`src/rtl/serial_adder_if.sv`:
```
// serial_adder_if
//   Groups the start/done handshake, operands and results of the bit-serial
//   adder into one bundle. The clock and reset are plain module ports and are
//   not part of this interface.
//
//   Signals:
//     in_start      request from the ALU control; taken only when the adder is not busy
//     in_a, in_b    WIDTH-bit operands, captured when a request is accepted
//     in_carry      carry-in, captured together with the operands
//     out_busy      high while bits are being processed
//     out_done      one-cycle pulse when the result registers have just been updated
//     out_sum       sum of the last completed addition
//     out_carry     carry out of the MSB of the last completed addition
//     out_overflow  signed (two's complement) overflow of the last completed addition
//
//   Modports:
//     master  the requester (ALU control or testbench)
//     slave   the adder itself
interface serial_adder_if #(
  parameter int WIDTH = 8
);

  logic             in_start;
  logic [WIDTH-1:0] in_a;
  logic [WIDTH-1:0] in_b;
  logic             in_carry;
  logic             out_busy;
  logic             out_done;
  logic [WIDTH-1:0] out_sum;
  logic             out_carry;
  logic             out_overflow;

  modport master (
    output in_start,
    output in_a,
    output in_b,
    output in_carry,
    input  out_busy,
    input  out_done,
    input  out_sum,
    input  out_carry,
    input  out_overflow
  );

  modport slave (
    input  in_start,
    input  in_a,
    input  in_b,
    input  in_carry,
    output out_busy,
    output out_done,
    output out_sum,
    output out_carry,
    output out_overflow
  );

endinterface

```
`src/rtl/serial_adder.sv`:
```
// serial_adder
//   Bit-serial adder. It adds two WIDTH-bit operands plus a carry-in one bit
//   per clock, LSB first, using a single full-adder cell and a carry
//   flip-flop. A request is taken from IDLE or DONE. WIDTH clock edges later
//   the result registers are loaded and out_done pulses for one cycle. The
//   add path is small in area and sits beside the ALU's combinational
//   arithmetic.
//
//   Ports:
//     in_clk    clock; all state changes on the rising edge
//     in_rst_n  asynchronous active-low reset; it abandons any operation in
//               progress and clears every register
//     bus       serial_adder_if.slave: handshake, operands and results
//
//   Parameters:
//     WIDTH     operand and result width in bits (>= 2)
module serial_adder #(
  parameter int WIDTH = 8
) (
  input  logic           in_clk,
  input  logic           in_rst_n,
  serial_adder_if.slave  bus
);

  // The counter only has to hold 0..WIDTH-1. It stops at LAST_BIT, so it
  // never wraps during an operation.
  localparam int              CNT_W    = (WIDTH > 2) ? $clog2(WIDTH) : 1;
  localparam logic [CNT_W-1:0] LAST_BIT = CNT_W'(WIDTH - 1);

  typedef enum logic [1:0] {
    IDLE = 2'd0,
    RUN  = 2'd1,
    DONE = 2'd2
  } state_t;

  state_t state;
  state_t next_state;

  // Operand A's shift register also serves as the result register. Each
  // processed bit leaves at the LSB and its sum bit enters at the MSB. After
  // WIDTH shifts the register holds the complete sum.
  logic [WIDTH-1:0] a_sh;
  logic [WIDTH-1:0] b_sh;
  logic             carry_q;
  logic [CNT_W-1:0] bit_cnt;

  logic [WIDTH-1:0] sum_q;
  logic             carry_out_q;
  logic             overflow_q;

  logic             busy_d;
  logic             done_d;

  logic             bit_a;
  logic             bit_b;
  logic             sum_bit;
  logic             carry_next;
  logic             last_bit;
  logic             accept;
  logic [WIDTH-1:0] result_next;

  // The full-adder cell works on the current LSBs and the carry flop.
  assign bit_a       = a_sh[0];
  assign bit_b       = b_sh[0];
  assign sum_bit     = bit_a ^ bit_b ^ carry_q;
  assign carry_next  = (bit_a & bit_b) | (carry_q & (bit_a ^ bit_b));
  assign last_bit    = (bit_cnt == LAST_BIT);
  assign result_next = {sum_bit, a_sh[WIDTH-1:1]};

  // A request is taken in IDLE and in DONE, which allows back-to-back
  // operations. In RUN the request is ignored.
  assign accept = bus.in_start && (state != RUN);

  // State register.
  always_ff @(posedge in_clk or negedge in_rst_n) begin
    if (!in_rst_n) begin
      state <= IDLE;
    end else begin
      state <= next_state;
    end
  end

  // Next-state logic.
  always_comb begin
    next_state = state;
    case (state)
      IDLE: begin
        if (bus.in_start) begin
          next_state = RUN;
        end
      end
      RUN: begin
        if (last_bit) begin
          next_state = DONE;
        end
      end
      DONE: begin
        next_state = bus.in_start ? RUN : IDLE;
      end
      default: begin
        next_state = IDLE;
      end
    endcase
  end

  // Output decode. The outputs are taken straight from the state register,
  // so busy and done come from flops and can never be high together.
  always_comb begin
    busy_d = 1'b0;
    done_d = 1'b0;
    case (state)
      RUN:     busy_d = 1'b1;
      DONE:    done_d = 1'b1;
      default: begin
        busy_d = 1'b0;
        done_d = 1'b0;
      end
    endcase
  end

  // Serial datapath. The operands and carry-in are captured on an accepted
  // request and then shifted one bit per RUN cycle. The counter stops on the
  // last bit instead of wrapping.
  always_ff @(posedge in_clk or negedge in_rst_n) begin
    if (!in_rst_n) begin
      a_sh    <= '0;
      b_sh    <= '0;
      carry_q <= 1'b0;
      bit_cnt <= '0;
    end else if (accept) begin
      a_sh    <= bus.in_a;
      b_sh    <= bus.in_b;
      carry_q <= bus.in_carry;
      bit_cnt <= '0;
    end else if (state == RUN) begin
      a_sh    <= result_next;
      b_sh    <= {1'b0, b_sh[WIDTH-1:1]};
      carry_q <= carry_next;
      if (!last_bit) begin
        bit_cnt <= bit_cnt + CNT_W'(1);
      end
    end
  end

  // Result registers. They are loaded only on the edge that processes the
  // MSB, so they keep the previous result for the whole of RUN. At that edge
  // carry_q is the carry into the MSB. Signed overflow is that carry XOR the
  // carry out of the MSB.
  always_ff @(posedge in_clk or negedge in_rst_n) begin
    if (!in_rst_n) begin
      sum_q       <= '0;
      carry_out_q <= 1'b0;
      overflow_q  <= 1'b0;
    end else if ((state == RUN) && last_bit) begin
      sum_q       <= result_next;
      carry_out_q <= carry_next;
      overflow_q  <= carry_q ^ carry_next;
    end
  end

  assign bus.out_busy     = busy_d;
  assign bus.out_done     = done_d;
  assign bus.out_sum      = sum_q;
  assign bus.out_carry    = carry_out_q;
  assign bus.out_overflow = overflow_q;

endmodule

```
`src/flat_wrapper.sv`:
```
// flat-port wrapper written by rule: the top's interface ports become plain ports
module serial_adder_flat 
#(
  parameter int WIDTH = 8
)
  (in_clk, in_rst_n, bus_in_start, bus_in_a, bus_in_b, bus_in_carry, bus_out_busy, bus_out_done, bus_out_sum, bus_out_carry, bus_out_overflow);
  serial_adder_if #(.WIDTH(WIDTH)) bus_i ();
  input  logic in_clk;
  input  logic in_rst_n;
  input wire logic [$bits(bus_i.in_start)-1:0] bus_in_start;
  input wire logic [$bits(bus_i.in_a)-1:0] bus_in_a;
  input wire logic [$bits(bus_i.in_b)-1:0] bus_in_b;
  input wire logic [$bits(bus_i.in_carry)-1:0] bus_in_carry;
  output wire logic [$bits(bus_i.out_busy)-1:0] bus_out_busy;
  output wire logic [$bits(bus_i.out_done)-1:0] bus_out_done;
  output wire logic [$bits(bus_i.out_sum)-1:0] bus_out_sum;
  output wire logic [$bits(bus_i.out_carry)-1:0] bus_out_carry;
  output wire logic [$bits(bus_i.out_overflow)-1:0] bus_out_overflow;
  assign bus_i.in_start = bus_in_start;
  assign bus_i.in_a = bus_in_a;
  assign bus_i.in_b = bus_in_b;
  assign bus_i.in_carry = bus_in_carry;
  assign bus_out_busy = bus_i.out_busy;
  assign bus_out_done = bus_i.out_done;
  assign bus_out_sum = bus_i.out_sum;
  assign bus_out_carry = bus_i.out_carry;
  assign bus_out_overflow = bus_i.out_overflow;
  serial_adder #(.WIDTH(WIDTH)) u_core (.in_clk(in_clk), .in_rst_n(in_rst_n), .bus(bus_i));
endmodule
```
`config.mk`:
```
export PLATFORM = sky130hd
export DESIGN_NAME = serial_adder_flat
export DESIGN_NICKNAME = d
export VERILOG_FILES = /design/src/rtl/serial_adder_if.sv /design/src/rtl/serial_adder.sv /design/src/flat_wrapper.sv
export SDC_FILE = /design/constraint.sdc
export NUM_CORES = 1
export LEC_CHECK = 0
export CORE_UTILIZATION = 55
export DETAILED_ROUTE_END_ITERATION = 6
export GPL_TIMING_DRIVEN = 0
export PLACE_DENSITY_LB_ADDON = 0.3
export SLEW_MARGIN = 30
export SYNTH_ARGS = -nofsm -noshare
export SYNTH_HDL_FRONTEND = slang
export SYNTH_SLANG_ARGS = --single-unit
```
`constraint.sdc`:
```
create_clock -name in_clk -period 2.7 [get_ports in_clk]
set_input_delay 0.54 -clock in_clk [delete_from_list [all_inputs] [get_ports in_clk]]
set_output_delay 0.54 -clock in_clk [all_outputs]
set_load 0.03 [all_outputs]
```
# Word-level counts from Yosys, hierarchy flattened
# Cells that the tools add are included.
# totals
mem_count	0
out_inout_bits	12
ff_bits	32
mem_bits_ro	0
latch_bits	0
ram_bits	0
# classes
n_bitwise	6
shifts	0
n_reduce_logical	6
n_mul	0
div	0
n_addsub	1
order_cmp	0
muxes	15
n_eq_ne	7
# ops
op	n
$mux 8	4
$mux 3	3
$pmux 2 s3	1
$mux 1	5
$mux 2	2
$ne 2x1->1 const B	2
$ne 2x2->1 const B	2
$reduce_and 2->1	2
$add 3x1->3 const B	1
$eq 3x3->1 const B	1
$xor 1x1->1	3
$and 1x1->1	2
$eq 2x1->1 const B	1
$eq 2x2->1 const B	1
$logic_and 1x1->1	2
$logic_not 2->1	1
$reduce_bool 2->1	1
$or 1x1->1	1

# Longest topological paths before layout
# Gate-level depths: netlist (run 1).
# logic_depth
word_depth	5
mapped_depth	6
ltp_nobuf	4

# Worst setup path after synthesis (run 1)
# No wires, ideal clock.
# synth_path
path_type	flip-flop to flip-flop
from	register u_core.bit_cnt[0]
to	register u_core.carry_out_q (netlist: u_core.bus.out_carry)
arrival_time_ns	1.444
synth_period_minus_slack_ns	1.569
n_path_buf	2
setup_slack_ns	1.131
required_ns	2.575
path_stages_with_launch	7
cell_sequence	dfrtp_1 -> ha_1 -> ha_1 -> buf_4 -> nand3b_2 -> buf_6 -> mux2_2
# synth_via
elab_chain_len	2
# synth_rtl
element	line	text
start: declaration	serial_adder.sv:45	logic [CNT_W-1:0] bit_cnt;
start signal: assignment	serial_adder.sv:140	bit_cnt <= bit_cnt + CNT_W'(1);
$eq 3x3->1	serial_adder.sv:67	assign last_bit = (bit_cnt == LAST_BIT);
$logic_and 1x1->1	serial_adder.sv:154	end else if ((state == RUN) && last_bit) begin
end signal: assignment	serial_adder.sv:156	carry_out_q <= carry_next;
end: declaration	serial_adder.sv:48	logic carry_out_q;
# Every way passes these cells.
# A chain may end at the register's enable or synchronous reset.

# Final worst setup path (run 1)
# layout_path
from	register u_core.state[1]
to	output bus_out_busy
# layout_via
elab_chain_len	2
# layout_rtl
element	line	text
start: declaration	serial_adder.sv:36	state_t state;
start signal: assignment	serial_adder.sv:79	state <= next_state;
$eq 2x1->1	serial_adder.sv:111	case (state)
$mux 1	serial_adder.sv:111	
end: declaration	flat_wrapper.sv:14	output wire logic [$bits(bus_i.out_busy)-1:0] bus_out_busy;
# Every way passes these cells.

==> flow_summary.json, run 1 <==
{
  "outcome": "complete, no violations",
  "p_int_mw": 1.566,
  "fin_cells": 173,
  "power.density_mw_per_mm2": 1136,
  "clock_sinks": 32,
  "nNetsFinal": 164,
  "cts_resized": 0,
  "synthDistinctLibCells": 16,
  "die_w_um": 56.24,
  "layout_common_cells": "dfrtp_1 (32), clkdlybuf4s50_1 (30), mux2_4 (27), mux2_2 (12), mux2i_1 (6)",
  "power_mw": 2.347,
  "grt_pass1_vias": 1022,
  "r2r_setup_slack_ns": 1.01,
  "ys_ff_latch": 32,
  "fin_tns_setup_ns": 0,
  "fillCellCount": 188,
  "path_cells": "nand2b_1 > buf_4 > inv_1 > clkdlybuf4s50_1",
  "rows": 19,
  "slew_violations": 0,
  "final_area_mm2": 0.002066,
  "startpoint": "u_core.state[1]",
  "critPathCapture": "bus_out_busy",
  "cts_inserted_buffers": 5,
  "cts_tree": "built",
  "layout_commonest_cell": "dfrtp_1",
  "r2r-end": "u_core.bus.out_sum[7]",
  "drive_above_1_share_pct": 38.73,
  "final-setup-viol-count": 0,
  "drc": 0,
  "drt.antenna.violating_nets": 0,
  "hold_path.class": "in2async",
  "grt_overflow": 0,
  "comb_power_share_pct": 47.8,
  "syn_avg_cell_area_um2": 15.86,
  "rsz0062_at_grt": "no",
  "wire_per_inst_um": 15.98,
  "synth_warnings": 0,
  "detailedRoute.firstPassIterationCount": 2,
  "ys_seq_area_share_pct": 49.50,
  "via_count": 928,
  "finalHoldViolations": 0,
  "drtIter0Drc": 26,
  "worstMarginPinSlew_ns": 0.3961,
  "maxCapViolCount": 0,
  "crit_arrival_ns": 1.85,
  "grt_usage_pct": 21.13,
  "endpoint_kind": "output port",
  "multi_input_area_um2": 749.5,
  "grt_start_max_net_pins": 19,
  "h-tree-depth": 2,
  "p_switching_mw": 0.7816,
  "p_sw_share_pct": 33.30,
  "place.gp.congestion": 0.6917,
  "initial_utilization_pct": 58.16,
  "slowest_delay_ns": 0.67,
  "clockRootBuffer": "clkbuf_4",
  "worst_slack_ns": 0.3065,
  "dp.cells": 165,
  "p_clk_share_pct": 15.4,
  "syn_area_mm2": 0.001618,
  "clkSlewWorstSetupHoldPaths_ns": 0.10,
  "seq_area_um2": 800.8,
  "worst_hold_slack_ns": 0.1066,
  "place_area_mm2": 0.001989,
  "n_antenna_cell": 0,
  "area_growth_pct": 27.69,
  "grt_pass1_wl_um": 4905,
  "regToRegStartpoint": "u_core.bit_cnt[0]",
  "synthesis.nets": 125,
  "critPathLaunchType": "flip-flop",
  "pre_cts_ws_ns": 0.6689,
  "routed_wl_um": 2764,
  "ir_drop_mv": 1.154,
  "required_ns": 2.16,
  "dp_hpwl_um": 1986,
  "cts_buffer_depth": 2,
  "core_area_mm2": 0.002781,
  "via_per_inst": 5.364,
  "fin_crit_sh_pct": 88.65,
  "max_clock_freq_ghz": 0.4178,
  "postCtsSetupRepairBufs": 0,
  "period_minus_slack_ns": 2.394,
  "cts_hold_buffers": 0,
  "die-area_mm2": 0.003162,
  "worst_slew_margin_rel_pct": 73.60,
  "numPortBuffers": 31,
  "worstSetupPathType": "reg2out",
  "sequentialPowerShare_pct": 36.8,
  "chipHeight_um": 56.24,
  "p_leak_nw": 0.9816,
  "reg2regPathDepth": 6,
  "synth_cells": 102,
  "ios": 32,
  "antenna_found_initial": 0,
  "clk_latency_ns": 0.34,
  "crit_path_max_fanout": 10,
  "final_util_pct": 74.27,
  "crit_slowest_cell": "clkdlybuf4s50_1",
  "clock_skew_ns": 0.01122
}
-- cell usage after synthesis --
| library cell | n | area share (%) |
|---|---|---|
| xor2_1 | 2 | 1.1 |
| buf_4 | 3 | 1.4 |
| fa_1 | 1 | 1.2 |
| buf_6 | 3 | 2.1 |
| o22ai_1 | 1 | 0.39 |
| inv_1 | 3 | 0.70 |
| nor2b_1 | 1 | 0.39 |
| mux2i_1 | 6 | 3.7 |
| mux2_2 | 12 | 8.4 |
| mux2_1 | 3 | 2.1 |
| dfrtp_1 | 32 | 49 |
| nor2_1 | 1 | 0.23 |
| nand2b_1 | 4 | 1.5 |
| nand3b_2 | 1 | 0.70 |
| ha_1 | 2 | 1.5 |
| mux2_4 | 27 | 25 |
-- worst max-delay path: cells and delay by family (launching register included) --
family	cells	cell delay (ns)
flip-flops	1	0.39
buffers and inverters	3	0.97
AND/OR/NAND/NOR	1	0.15
-- flip-flops by register name, indices dropped and copies added, names as in the netlist --
signal                   count
u_core.b_sh                  8
u_core.bus.out_sum           8
u_core.state                 2
u_core.a_sh                  8
u_core.bit_cnt               3
u_core.bus.out_overflow      1
u_core.bus.out_carry         1
u_core.carry_q               1
-- cell families after synthesis --
| family | after synthesis | synth area share, % |
|---|---|---|
| compound gates | 1 | 0.3869 |
| xor+xnor | 2 | 1.083 |
| fa+ha+maj | 3 | 2.784 |
| buf+inv | 9 | 4.176 |
| flops | 32 | 49.50 |
| mux | 48 | 39.21 |
| simple gates | 7 | 2.861 |
-- worst min-delay path by stage --
stage                                      from  cells past startpoint                    end
after CTS                              in_rst_n                      1         u_core.a_sh[6]
after global placement    u_core.bus.out_sum[6]                      1  u_core.bus.out_sum[6]
after detailed placement               in_rst_n                      1         u_core.a_sh[6]
final                                  in_rst_n                      1         u_core.a_sh[6]
after floorplan                        in_rst_n                      0         u_core.a_sh[0]
after global routing                   in_rst_n                      1         u_core.a_sh[7]
-- area by class of cell --
| class | instances | share of cell area [%] |
|---|---|---|
| flip-flops and latches | 32 | 38.76 |
| clock buffers | 6 | 1.999 |
| clock inverters | 2 | 1.696 |
| inverters | 3 | 0.5451 |
| multi-input cells | 61 | 36.28 |
| well taps | 31 | 1.878 |
| plain buffers | 6 | 2.726 |
| repair buffers | 32 | 16.11 |
-- metal layers --
metal	wire [µm]	up-vias	share of wire, %	track usage [%]
li1	-	436	-	-
met1	1257	459	45	27.55
met2	1303	26	47	31.63
met3	125	7	4.5	5.581
met4	77	0	2.8	12.54
met5	0	-	0	0
-- power by group through the flow --
stage	clock [mW]	combinational, mW	sequential [mW]
4_1_cts	0.370	1.14	0.868
3_3_place_gp	0	1.10	0.856
5_1_grt	0.389	1.21	0.899
2_1_floorplan	0	0.695	0.978
6_report	0.361	1.12	0.864
3_5_place_dp	0	1.13	0.876
(Power assumes the default switching activity.)
==> inputs of run 2 (changes only) <==
--- a/config.mk
+++ b/config.mk
@@ -5,6 +5,7 @@
 export SDC_FILE = /design/constraint.sdc
 export NUM_CORES = 1
 export LEC_CHECK = 0
+export CORE_MARGIN = 2
 export CORE_UTILIZATION = 55
 export DETAILED_ROUTE_END_ITERATION = 6
 export GPL_TIMING_DRIVEN = 0
==> run 2 against run 1 <==
Net effect:
- non-clock buffer count unchanged
- worst setup slack worse by 0.0036 ns
- clock skew down 0.0059 ns
- clock power down 30%
- global-route usage down 1.3 points
- critical path depth unchanged
- core utilization down 1.1 points
- final cell count down 0.58%
- power down 4.2%
- routed wire length up 2.6%
- critical path type unchanged
- critical endpoint unchanged
- largest cell class unchanged
==> flow_summary.json, run 2 (synthesis gave the netlist of run 1 again) <==
{
  "critPathLaunchType": "flip-flop",
  "worst_hold_slack_ns": 0.1217,
  "required_ns": 2.16,
  "grt_pass1_vias": 1003,
  "die-area_mm2": 0.003391,
  "detailedRoute.firstPassIterationCount": 4,
  "rows": 19,
  "fin_tns_setup_ns": 0,
  "wire_per_inst_um": 16.49,
  "cts_tree": "built",
  "n_antenna_cell": 0,
  "h-tree-depth": 2,
  "maxCapViolCount": 0,
  "worstSetupPathType": "reg2out",
  "via_count": 919,
  "multi_input_area_um2": 749.5,
  "nNetsFinal": 164,
  "cts_resized": 0,
  "grt_start_max_net_pins": 19,
  "cts_hold_buffers": 0,
  "dp_hpwl_um": 1994,
  "crit_arrival_ns": 1.86,
  "die_w_um": 58.24,
  "drc": 0,
  "crit_path_max_fanout": 10,
  "fin_crit_sh_pct": 88.78,
  "routed_wl_um": 2837,
  "ir_drop_mv": 0.8428,
  "grt_usage_pct": 19.84,
  "worstMarginPinSlew_ns": 0.3970,
  "postCtsSetupRepairBufs": 0,
  "path_cells": "nand2b_1 > buf_4 > inv_1 > clkdlybuf4s50_1",
  "ios": 32,
  "initial_utilization_pct": 58.16,
  "chipHeight_um": 58.24,
  "core_area_mm2": 0.002781,
  "endpoint_kind": "output port",
  "p_leak_nw": 0.9674,
  "clockRootBuffer": "clkbuf_4",
  "crit_slowest_cell": "clkdlybuf4s50_1",
  "final-setup-viol-count": 0,
  "clkSlewWorstSetupHoldPaths_ns": 0.09,
  "fillCellCount": 188,
  "clock_skew_ns": 0.005368,
  "layout_commonest_cell": "dfrtp_1",
  "grt_pass1_wl_um": 4843,
  "slowest_delay_ns": 0.68,
  "power_mw": 2.249,
  "via_per_inst": 5.343,
  "grt_overflow": 0,
  "finalHoldViolations": 0,
  "seq_area_um2": 800.8,
  "drt.antenna.violating_nets": 0,
  "period_minus_slack_ns": 2.397,
  "cts_inserted_buffers": 5,
  "clock_sinks": 32,
  "slew_violations": 0,
  "antenna_found_initial": 0,
  "area_growth_pct": 25.83,
  "power.density_mw_per_mm2": 1105,
  "max_clock_freq_ghz": 0.4172,
  "rsz0062_at_grt": "no",
  "hold_path.class": "in2async",
  "outcome": "complete, no violations",
  "place.gp.congestion": 0.6886,
  "cts_buffer_depth": 2,
  "layout_common_cells": "dfrtp_1 (32), clkdlybuf4s50_1 (30), mux2_4 (27), mux2_2 (12), mux2i_1 (6)",
  "drive_above_1_share_pct": 38.30,
  "numPortBuffers": 31,
  "drtIter0Drc": 30,
  "clk_latency_ns": 0.33,
  "worst_slew_margin_rel_pct": 73.53
}
run 2: changes by cell type in the layout (fill, tap and decap cells not counted), sizes merged:
cell	previous run	this run
bufinv	1	0
run 2: where the power goes:
group | internal (mW) | switching (mW) | leakage, nW
logic | 0.663 | 0.466 | 0.548
registers | 0.709 | 0.157 | 0.391
clock network | 0.0958 | 0.158 | 0.0281
run 2: worst max-delay path: cells and delay by family (launching register included):
family	cells	cell delay, ns
flops	1	0.39
simple gates	1	0.16
buf+inv	3	0.98
run 2: path summary, 6_finish.rpt:
check | startpoint | end | slack [ns] | cells past startpoint
max in group asynchronous | in_rst_n | u_core.b_sh[7] | 2.16 | 2
min in group in_clk | u_core.bus.out_sum[6] | u_core.bus.out_sum[6] | 0.50 | 1
hold reg to reg | u_core.bus.out_sum[6] | u_core.bus.out_sum[6] | 0.50 | 1
setup / recovery | u_core.state[1] | bus_out_busy | 0.30 | 4
setup reg to reg | u_core.bit_cnt[0] | u_core.bus.out_carry | 1.00 | 6
hold / removal | in_rst_n | u_core.bus.out_sum[5] | 0.12 | 1
run 2: routing by layer:
| layer | GRT usage (%) | routed length (µm) | up-vias |
|---|---|---|---|
| li1 | - | - | 431 |
| met1 | 26.22 | 1302 | 458 |
| met2 | 30.52 | 1325 | 25 |
| met3 | 4.911 | 158 | 5 |
| met4 | 9.967 | 50 | 0 |
| met5 | 0 | 0 | - |
run 2: layout make-up:
cell class                 instances  share of cell area (%)
timing repair buffer              32                   16.35
clock buffer                       6                   2.028
multi-input combinational         61                   36.82
sequential                        32                   39.34
inverter                           3                  0.5532
clock inverter                     1                  0.2459
tap                               31                   1.905
buffer                             6                   2.766
run 2: metrics by stage:
stage / cell area [µm²] / std cells / util [%] / worst slack, ns
detailed placement: 1989 / 165 / 71.53 / 0.6625
finish: 2036 / 172 / 73.19 / 0.3029
global placement: 1967 / 164 / 70.72 / 0.4922
global route: 2036 / 172 / 73.19 / 0.2076
CTS: 2036 / 172 / 73.19 / 0.2810
floorplan: 1618 / 102 / - / 1.131
==> inputs of run 3 (changes only) <==
--- a/config.mk
+++ b/config.mk
@@ -7,6 +7,7 @@
 export LEC_CHECK = 0
 export CORE_MARGIN = 2
 export CORE_UTILIZATION = 55
+export CTS_CLUSTER_SIZE = 28
 export DETAILED_ROUTE_END_ITERATION = 6
 export GPL_TIMING_DRIVEN = 0
 export PLACE_DENSITY_LB_ADDON = 0.3
==> results of run 3 <==
Same layout as run 2: the final DEF is identical, and so are final timing and power.
